File: src/rtl/ecrc_pkg.sv
// Shared constants and the sequencer state type for the TL TX ECRC path.
package ecrc_pkg;

    localparam int DATA_ECRC_IN_WIDTH = 256;
    localparam int ECRC_LENGTH_WIDTH  = 6;
    localparam int POLY_WIDTH         = 32;

    localparam logic [31:0] ECRC_SEED = 32'hFFFF_FFFF;

    // PCIe variant bits that enter the ECRC as 1 regardless of their real value
    localparam int TYPE0_BIT = 0;
    localparam int EP_BIT    = 22;

    typedef enum logic [1:0] {
        IDLE,
        ACCUM,
        WAIT_CRC,
        EMIT
    } ecrc_seq_state_e;

endpackage

File: src/rtl/ecrc_if.sv
// Port bundle between a requester and the shared ECRC engine.
interface ecrc_if #(
    parameter int DATA_WIDTH = ecrc_pkg::DATA_ECRC_IN_WIDTH,
    parameter int LEN_WIDTH  = ecrc_pkg::ECRC_LENGTH_WIDTH,
    parameter int POLY_WIDTH = ecrc_pkg::POLY_WIDTH
);
    logic [DATA_WIDTH-1:0] CRC_i_Message;
    logic [LEN_WIDTH-1:0]  CRC_i_Length;
    logic                  CRC_i_EN;
    logic [POLY_WIDTH-1:0] CRC_i_Seed;
    logic                  CRC_i_Seed_Load;
    logic [POLY_WIDTH-1:0] CRC_o_CRC;

    modport arbiter_ecrc (
        output CRC_i_Message, CRC_i_Length, CRC_i_EN, CRC_i_Seed, CRC_i_Seed_Load,
        input  CRC_o_CRC
    );

    modport engine (
        input  CRC_i_Message, CRC_i_Length, CRC_i_EN, CRC_i_Seed, CRC_i_Seed_Load,
        output CRC_o_CRC
    );
endinterface

File: src/rtl/ecrc_sequencer.sv
// Feeds TLP beats into the shared ECRC engine and hands the complemented
// result to the fragmentation logic over a valid/ready handshake.
module ecrc_sequencer #(
    parameter int DATA_WIDTH = ecrc_pkg::DATA_ECRC_IN_WIDTH,
    parameter int LEN_WIDTH  = ecrc_pkg::ECRC_LENGTH_WIDTH,
    parameter int POLY_WIDTH = ecrc_pkg::POLY_WIDTH,
    parameter logic [POLY_WIDTH-1:0] SEED = POLY_WIDTH'(ecrc_pkg::ECRC_SEED)
) (
    input  logic                  i_clk,
    input  logic                  i_rst,
    input  logic                  i_tlp_valid,
    output logic                  o_tlp_ready,
    input  logic [DATA_WIDTH-1:0] i_tlp_data,
    input  logic                  i_tlp_sop,
    input  logic                  i_tlp_eop,
    input  logic [LEN_WIDTH-1:0]  i_tlp_bytes,
    input  logic                  i_tlp_td,
    ecrc_if.arbiter_ecrc          ecrc,
    output logic [POLY_WIDTH-1:0] o_ecrc,
    output logic                  o_ecrc_valid,
    input  logic                  i_ecrc_ready,
    output logic                  o_err
);
    import ecrc_pkg::*;

    localparam logic [LEN_WIDTH-1:0] FULL_LEN = LEN_WIDTH'(DATA_WIDTH / 8);

    ecrc_seq_state_e       state_reg;
    logic                  skip_reg;
    logic [POLY_WIDTH-1:0] ecrc_reg;
    logic                  ecrc_valid_reg;
    logic                  err_reg;

    logic accept;
    logic crc_en;
    logic beat_err;

    // Reset also blocks acceptance so the engine is never touched while in reset
    assign o_tlp_ready = !i_rst && ((state_reg == IDLE) || (state_reg == ACCUM));
    assign accept      = i_tlp_valid && o_tlp_ready;

    // A sop always opens a new TLP, even one that lands in the middle of another
    assign crc_en   = accept && ((i_tlp_sop && i_tlp_td) || (state_reg == ACCUM && !i_tlp_sop));
    assign beat_err = accept && ((state_reg == ACCUM && i_tlp_sop) ||
                                 (state_reg == IDLE && !i_tlp_sop && !skip_reg));

    always_comb begin
        ecrc.CRC_i_EN        = crc_en;
        ecrc.CRC_i_Seed_Load = crc_en && i_tlp_sop;
        ecrc.CRC_i_Seed      = '0;
        ecrc.CRC_i_Length    = '0;
        ecrc.CRC_i_Message   = '0;
        if (crc_en) begin
            ecrc.CRC_i_Length  = i_tlp_eop ? i_tlp_bytes : FULL_LEN;
            ecrc.CRC_i_Message = i_tlp_data;
            if (i_tlp_sop) begin
                ecrc.CRC_i_Seed               = SEED;
                ecrc.CRC_i_Message[TYPE0_BIT] = 1'b1;
                ecrc.CRC_i_Message[EP_BIT]    = 1'b1;
            end
        end
    end

    always_ff @(posedge i_clk) begin
        if (i_rst) begin
            state_reg      <= IDLE;
            skip_reg       <= 1'b0;
            ecrc_reg       <= '0;
            ecrc_valid_reg <= 1'b0;
            err_reg        <= 1'b0;
        end else begin
            err_reg <= beat_err;
            case (state_reg)
                IDLE, ACCUM: begin
                    if (accept) begin
                        if (i_tlp_sop) begin
                            if (i_tlp_td) begin
                                skip_reg  <= 1'b0;
                                state_reg <= i_tlp_eop ? WAIT_CRC : ACCUM;
                            end else begin
                                // td=0 packets are swallowed in IDLE until their eop
                                skip_reg  <= !i_tlp_eop;
                                state_reg <= IDLE;
                            end
                        end else if (state_reg == ACCUM) begin
                            if (i_tlp_eop) begin
                                state_reg <= WAIT_CRC;
                            end
                        end else if (i_tlp_eop) begin
                            skip_reg <= 1'b0;
                        end
                    end
                end
                WAIT_CRC: begin
                    ecrc_reg       <= ~ecrc.CRC_o_CRC;
                    ecrc_valid_reg <= 1'b1;
                    state_reg      <= EMIT;
                end
                EMIT: begin
                    if (i_ecrc_ready) begin
                        ecrc_valid_reg <= 1'b0;
                        state_reg      <= IDLE;
                    end
                end
                default: state_reg <= IDLE;
            endcase
        end
    end

    assign o_ecrc       = ecrc_reg;
    assign o_ecrc_valid = ecrc_valid_reg;
    assign o_err        = err_reg;

endmodule

File: src/flat_wrapper.sv
// flat-port wrapper written by rule: the top's interface ports become plain ports
module ecrc_sequencer_flat import ecrc_pkg::*;
#(
    parameter int DATA_WIDTH = ecrc_pkg::DATA_ECRC_IN_WIDTH,
    parameter int LEN_WIDTH  = ecrc_pkg::ECRC_LENGTH_WIDTH,
    parameter int POLY_WIDTH = ecrc_pkg::POLY_WIDTH,
    parameter logic [POLY_WIDTH-1:0] SEED = POLY_WIDTH'(ecrc_pkg::ECRC_SEED)
)
  (i_clk, i_rst, i_tlp_valid, o_tlp_ready, i_tlp_data, i_tlp_sop, i_tlp_eop, i_tlp_bytes, i_tlp_td, o_ecrc, o_ecrc_valid, i_ecrc_ready, o_err, ecrc_CRC_i_Message, ecrc_CRC_i_Length, ecrc_CRC_i_EN, ecrc_CRC_i_Seed, ecrc_CRC_i_Seed_Load, ecrc_CRC_o_CRC);
  ecrc_if #(.DATA_WIDTH(DATA_WIDTH), .LEN_WIDTH(LEN_WIDTH), .POLY_WIDTH(POLY_WIDTH)) ecrc_i ();
  input  logic i_clk;
  input  logic i_rst;
  input  logic i_tlp_valid;
  output logic o_tlp_ready;
  input  logic [DATA_WIDTH-1:0] i_tlp_data;
  input  logic i_tlp_sop;
  input  logic i_tlp_eop;
  input  logic [LEN_WIDTH-1:0] i_tlp_bytes;
  input  logic i_tlp_td;
  output logic [POLY_WIDTH-1:0] o_ecrc;
  output logic o_ecrc_valid;
  input  logic i_ecrc_ready;
  output logic o_err;
  output wire logic [$bits(ecrc_i.CRC_i_Message)-1:0] ecrc_CRC_i_Message;
  output wire logic [$bits(ecrc_i.CRC_i_Length)-1:0] ecrc_CRC_i_Length;
  output wire logic [$bits(ecrc_i.CRC_i_EN)-1:0] ecrc_CRC_i_EN;
  output wire logic [$bits(ecrc_i.CRC_i_Seed)-1:0] ecrc_CRC_i_Seed;
  output wire logic [$bits(ecrc_i.CRC_i_Seed_Load)-1:0] ecrc_CRC_i_Seed_Load;
  input wire logic [$bits(ecrc_i.CRC_o_CRC)-1:0] ecrc_CRC_o_CRC;
  assign ecrc_CRC_i_Message = ecrc_i.CRC_i_Message;
  assign ecrc_CRC_i_Length = ecrc_i.CRC_i_Length;
  assign ecrc_CRC_i_EN = ecrc_i.CRC_i_EN;
  assign ecrc_CRC_i_Seed = ecrc_i.CRC_i_Seed;
  assign ecrc_CRC_i_Seed_Load = ecrc_i.CRC_i_Seed_Load;
  assign ecrc_i.CRC_o_CRC = ecrc_CRC_o_CRC;
  ecrc_sequencer #(.DATA_WIDTH(DATA_WIDTH), .LEN_WIDTH(LEN_WIDTH), .POLY_WIDTH(POLY_WIDTH), .SEED(SEED)) u_core (.i_clk(i_clk), .i_rst(i_rst), .i_tlp_valid(i_tlp_valid), .o_tlp_ready(o_tlp_ready), .i_tlp_data(i_tlp_data), .i_tlp_sop(i_tlp_sop), .i_tlp_eop(i_tlp_eop), .i_tlp_bytes(i_tlp_bytes), .i_tlp_td(i_tlp_td), .ecrc(ecrc_i), .o_ecrc(o_ecrc), .o_ecrc_valid(o_ecrc_valid), .i_ecrc_ready(i_ecrc_ready), .o_err(o_err));
endmodule
File: config.mk
export PLATFORM = sky130hd
export DESIGN_NAME = ecrc_sequencer_flat
export DESIGN_NICKNAME = d
export VERILOG_FILES = /design/src/rtl/ecrc_pkg.sv /design/src/rtl/ecrc_if.sv /design/src/rtl/ecrc_sequencer.sv /design/src/flat_wrapper.sv
export SDC_FILE = /design/constraint.sdc
export NUM_CORES = 1
export LEC_CHECK = 0
export BUFFER_PORTS_ARGS = -buffer_cell sky130_fd_sc_hd__buf_2
export CAP_MARGIN = 20
export CORE_AREA = 2 2 248 250
export CTS_BUF_LIST = sky130_fd_sc_hd__clkbuf_8 sky130_fd_sc_hd__clkbuf_16
export DETAILED_ROUTE_END_ITERATION = 16
export DIE_AREA = 0 0 250 252
export PLACE_DENSITY = 0.3
export RECOVER_POWER = 100
export SETUP_SLACK_MARGIN = 0.2
export SLEW_MARGIN = 20
export SYNTH_ARGS = -nofsm -noshare
export SYNTH_HDL_FRONTEND = slang
export SYNTH_SLANG_ARGS = --single-unit
File: constraint.sdc
create_clock -name i_clk -period 3.36 [get_ports i_clk]
set_input_delay 0.336 -clock i_clk [delete_from_list [all_inputs] [get_ports i_clk]]
set_output_delay 0.336 -clock i_clk [all_outputs]
set_load 0.02 [all_outputs]
==> metrics.txt <==
Syn Inst Count=468; I/O pin total=632; Resize count post-CTS=0; Power Total=1.53 mW; Setup TNS Final=0 ns; clock power share=0.366; chip width=250 um; endpoints failing setup=0; number of nets in the layout=1,340; first-pass GRT wire length=40,000 um; Pwr Density=217 mW/mm^2; DP HPWL=28,400 um; LEAKAGE=3.22 nW; post-synthesis sequential area ratio=0.222; CTS Buf Count=5; clk_lat worst skew=0.30 ns; via/cell ratio=2.96; Setup Skew=0.00549 ns; period utilization=0.842; port bufs=631; Die ar.=0.0630 sq mm; synth unique cells=26; GRT met1 Usage=0.108; DR vias=5,411; R2R cell count=4; Inst Count DP=1,814; Initial DRC Count=225; Yosys reg bits=37; Post-Syn Area=0.00334 sq mm; H-Tree Depth=2; R2R Path Start=u_core.state_reg[1]; post-layout minimum cycle time=2.83 ns; Worst VDD drop=0.279 mV; CP Capture Type=output port; vias in the first global route=4,891; Fin. Hold Viols=0; WL final=31,500 um; proportion of layout cells with a drive suffix above 1=0.401; worst-path maximum fanout=33; max cap viols=1; met2 usage=0.173; fin. max-slew vios=39; Non-Filler Instances=1,831; f_max=353 MHz; gr busiest metal=met2; Fill cells=7,213; all-layer global routing usage=0.0915; Hold Crit Endpoint=u_core.o_ecrc[16]; Sw Ratio=0.335; clock root cell=clkbuf_16; Internal=1.01 mW; CP required=3.02 ns; Area growth, synth to finish=110%; drt drc=0; hold_sp=ecrc_CRC_o_CRC[16]; Arr. time, crit path=2.49 ns; RSZ-0062 raised after global routing=no; CTS Hold Bufs=0; CTS Sinks=37; Chip Height=252 um; gpl congestion=0.763; post-route ant nets=0; Synth warnings=0; core area=0.0601 sq mm; largest net degree at the start of global routing=127; worst slew pin tran=1.98 ns; Reg clk slew, reported paths=0.06 ns; row count=90; critical path class=reg2out; Critical Path Source Type=flip-flop; Avg WL per Cell=17.2 um; Crit Reg-Reg Endpoint=u_core.o_ecrc[24]; Flop pwr share=0.302; met3 Use GR=0.0197; Switch Pwr=0.512 mW; syn_area_per_cell=7.14 sq um; worst reg2reg setup slack=1.76 ns; post-CTS setup buffers=0; Hold WC Path Type=in2reg; initial antenna violation count=54; Post-Syn Nets=769; Slew Limit Headroom=-0.322; Hold Path Cell Cnt=2; CTS tree=yes; status=complete, but fails checks; part of the power in combinational logic=0.332; max reg flops=32; router iterations before antenna repair=4; Clock Path Buffers=2; gr ovfl total=0; Starting Density=0.0556; violations in the final reports=capacitance limit, slew limit
stage by stage:
step | worst slack, ns | hold slack (ns) | area [sq um] | util
5_1_grt | 0.276 | 0.200 | 7010 | 0.117
4_1_cts | 0.701 | 0.195 | 7290 | 0.121
2_1_floorplan | 0.565 | 0.432 | 3340 | -
6_report | 0.529 | 0.207 | 7020 | 0.117
3_3_place_gp | 1.01 | 0.473 | 7120 | 0.118
3_5_place_dp | 0.972 | 0.475 | 7120 | 0.118
worst max-delay path, cell delays in order, from the launching register on:
cell and delay (ns):
dfxtp_1 0.37, or3b_1 0.53, nor2_2 0.16, clkbuf_1 0.81
buf_2 0.32
cells by family after synthesis:
| logic type | Yosys count | share of synthesized area |
|---|---|---|
| DFF | 37 | 0.222 |
| AOI/OAI and AO/OA | 44 | 0.0958 |
| buffers and inverters | 75 | 0.133 |
| and+or+nand+nor | 312 | 0.550 |
how the worst max path moves through the flow:
stage / startpoint / slack (ns) / endpoint
3_5_place_dp: i_tlp_valid / 0.97 / ecrc_CRC_i_Message[255]
6_report: u_core.state_reg[1] / 0.53 / ecrc_CRC_i_Seed[23]
4_1_cts: u_core.state_reg[1] / 0.70 / ecrc_CRC_i_Message[255]
5_1_grt: u_core.state_reg[1] / 0.28 / ecrc_CRC_i_Seed[9]
2_1_floorplan: u_core.state_reg[1] / 0.57 / ecrc_CRC_i_Seed[0]
3_3_place_gp: i_rst / 1.01 / ecrc_CRC_i_Length[5]
power by group through the flow:
| stage | Combinational, mW | Sequential (mW) | Clock, mW |
|---|---|---|---|
| 2_1_floorplan | 0.220 | 0.485 | 0 |
| 3_3_place_gp | 0.539 | 0.470 | 0 |
| 3_5_place_dp | 0.535 | 0.470 | 0 |
| 4_1_cts | 0.537 | 0.461 | 0.589 |
| 5_1_grt | 0.554 | 0.463 | 0.604 |
| 6_report | 0.506 | 0.461 | 0.558 |
final cells by class:
cell class,instances,area [sq um],area share
clock inverters,3,46.3,0.00659
well taps,782,978,0.139
multi-input cells,356,2170,0.309
repair buffers,637,2930,0.418
clock buffers,5,125,0.0178
diodes,9,22.5,0.00321
flip-flops and latches,37,741,0.105
inverters,2,7.51,0.00107
placed cells by master (no fill, tap or decap), drive strengths merged, types with 2 or more instances in the layout:
cell | synthesis | routed
buf | 42 | 406
nand2 | 5 | 5
diode | 0 | 9
and3 | 5 | 5
nor2 | 41 | 41
dfxtp | 37 | 37
a21oi | 7 | 7
o21ai | 2 | 2
inv | 2 | 2
a211oi | 32 | 32
and2 | 254 | 254
clkbuf | 31 | 236
routing by layer:
metal,up-vias,wire length (um)
met1,2352,11800
met3,67,2880
met2,418,16100
met5,-,0
li1,2574,-
met4,0,643
synth_stat cells, drive strengths merged:
cell    instances  area [sq um]
nor3            1          5.00
nor3b           1          7.51
nor4            1          6.26
and3            5          31.3
nor2           41           154
nand2           5          18.8
a22oi           1          7.51
nand3           1          5.00
buf            42           297
nand2b          1          6.26
clkbuf         31           140
o21ai           2          10.0
inv             2          7.51
dfxtp          37           741
nor2b           1          6.26
or3b            1          8.76
a211oi         32           240
and2          254          1590
a21oi           7          46.3
a21boi          1          7.51
a311oi          1          8.76
Note: power is estimated with default switching activity, not from simulation.
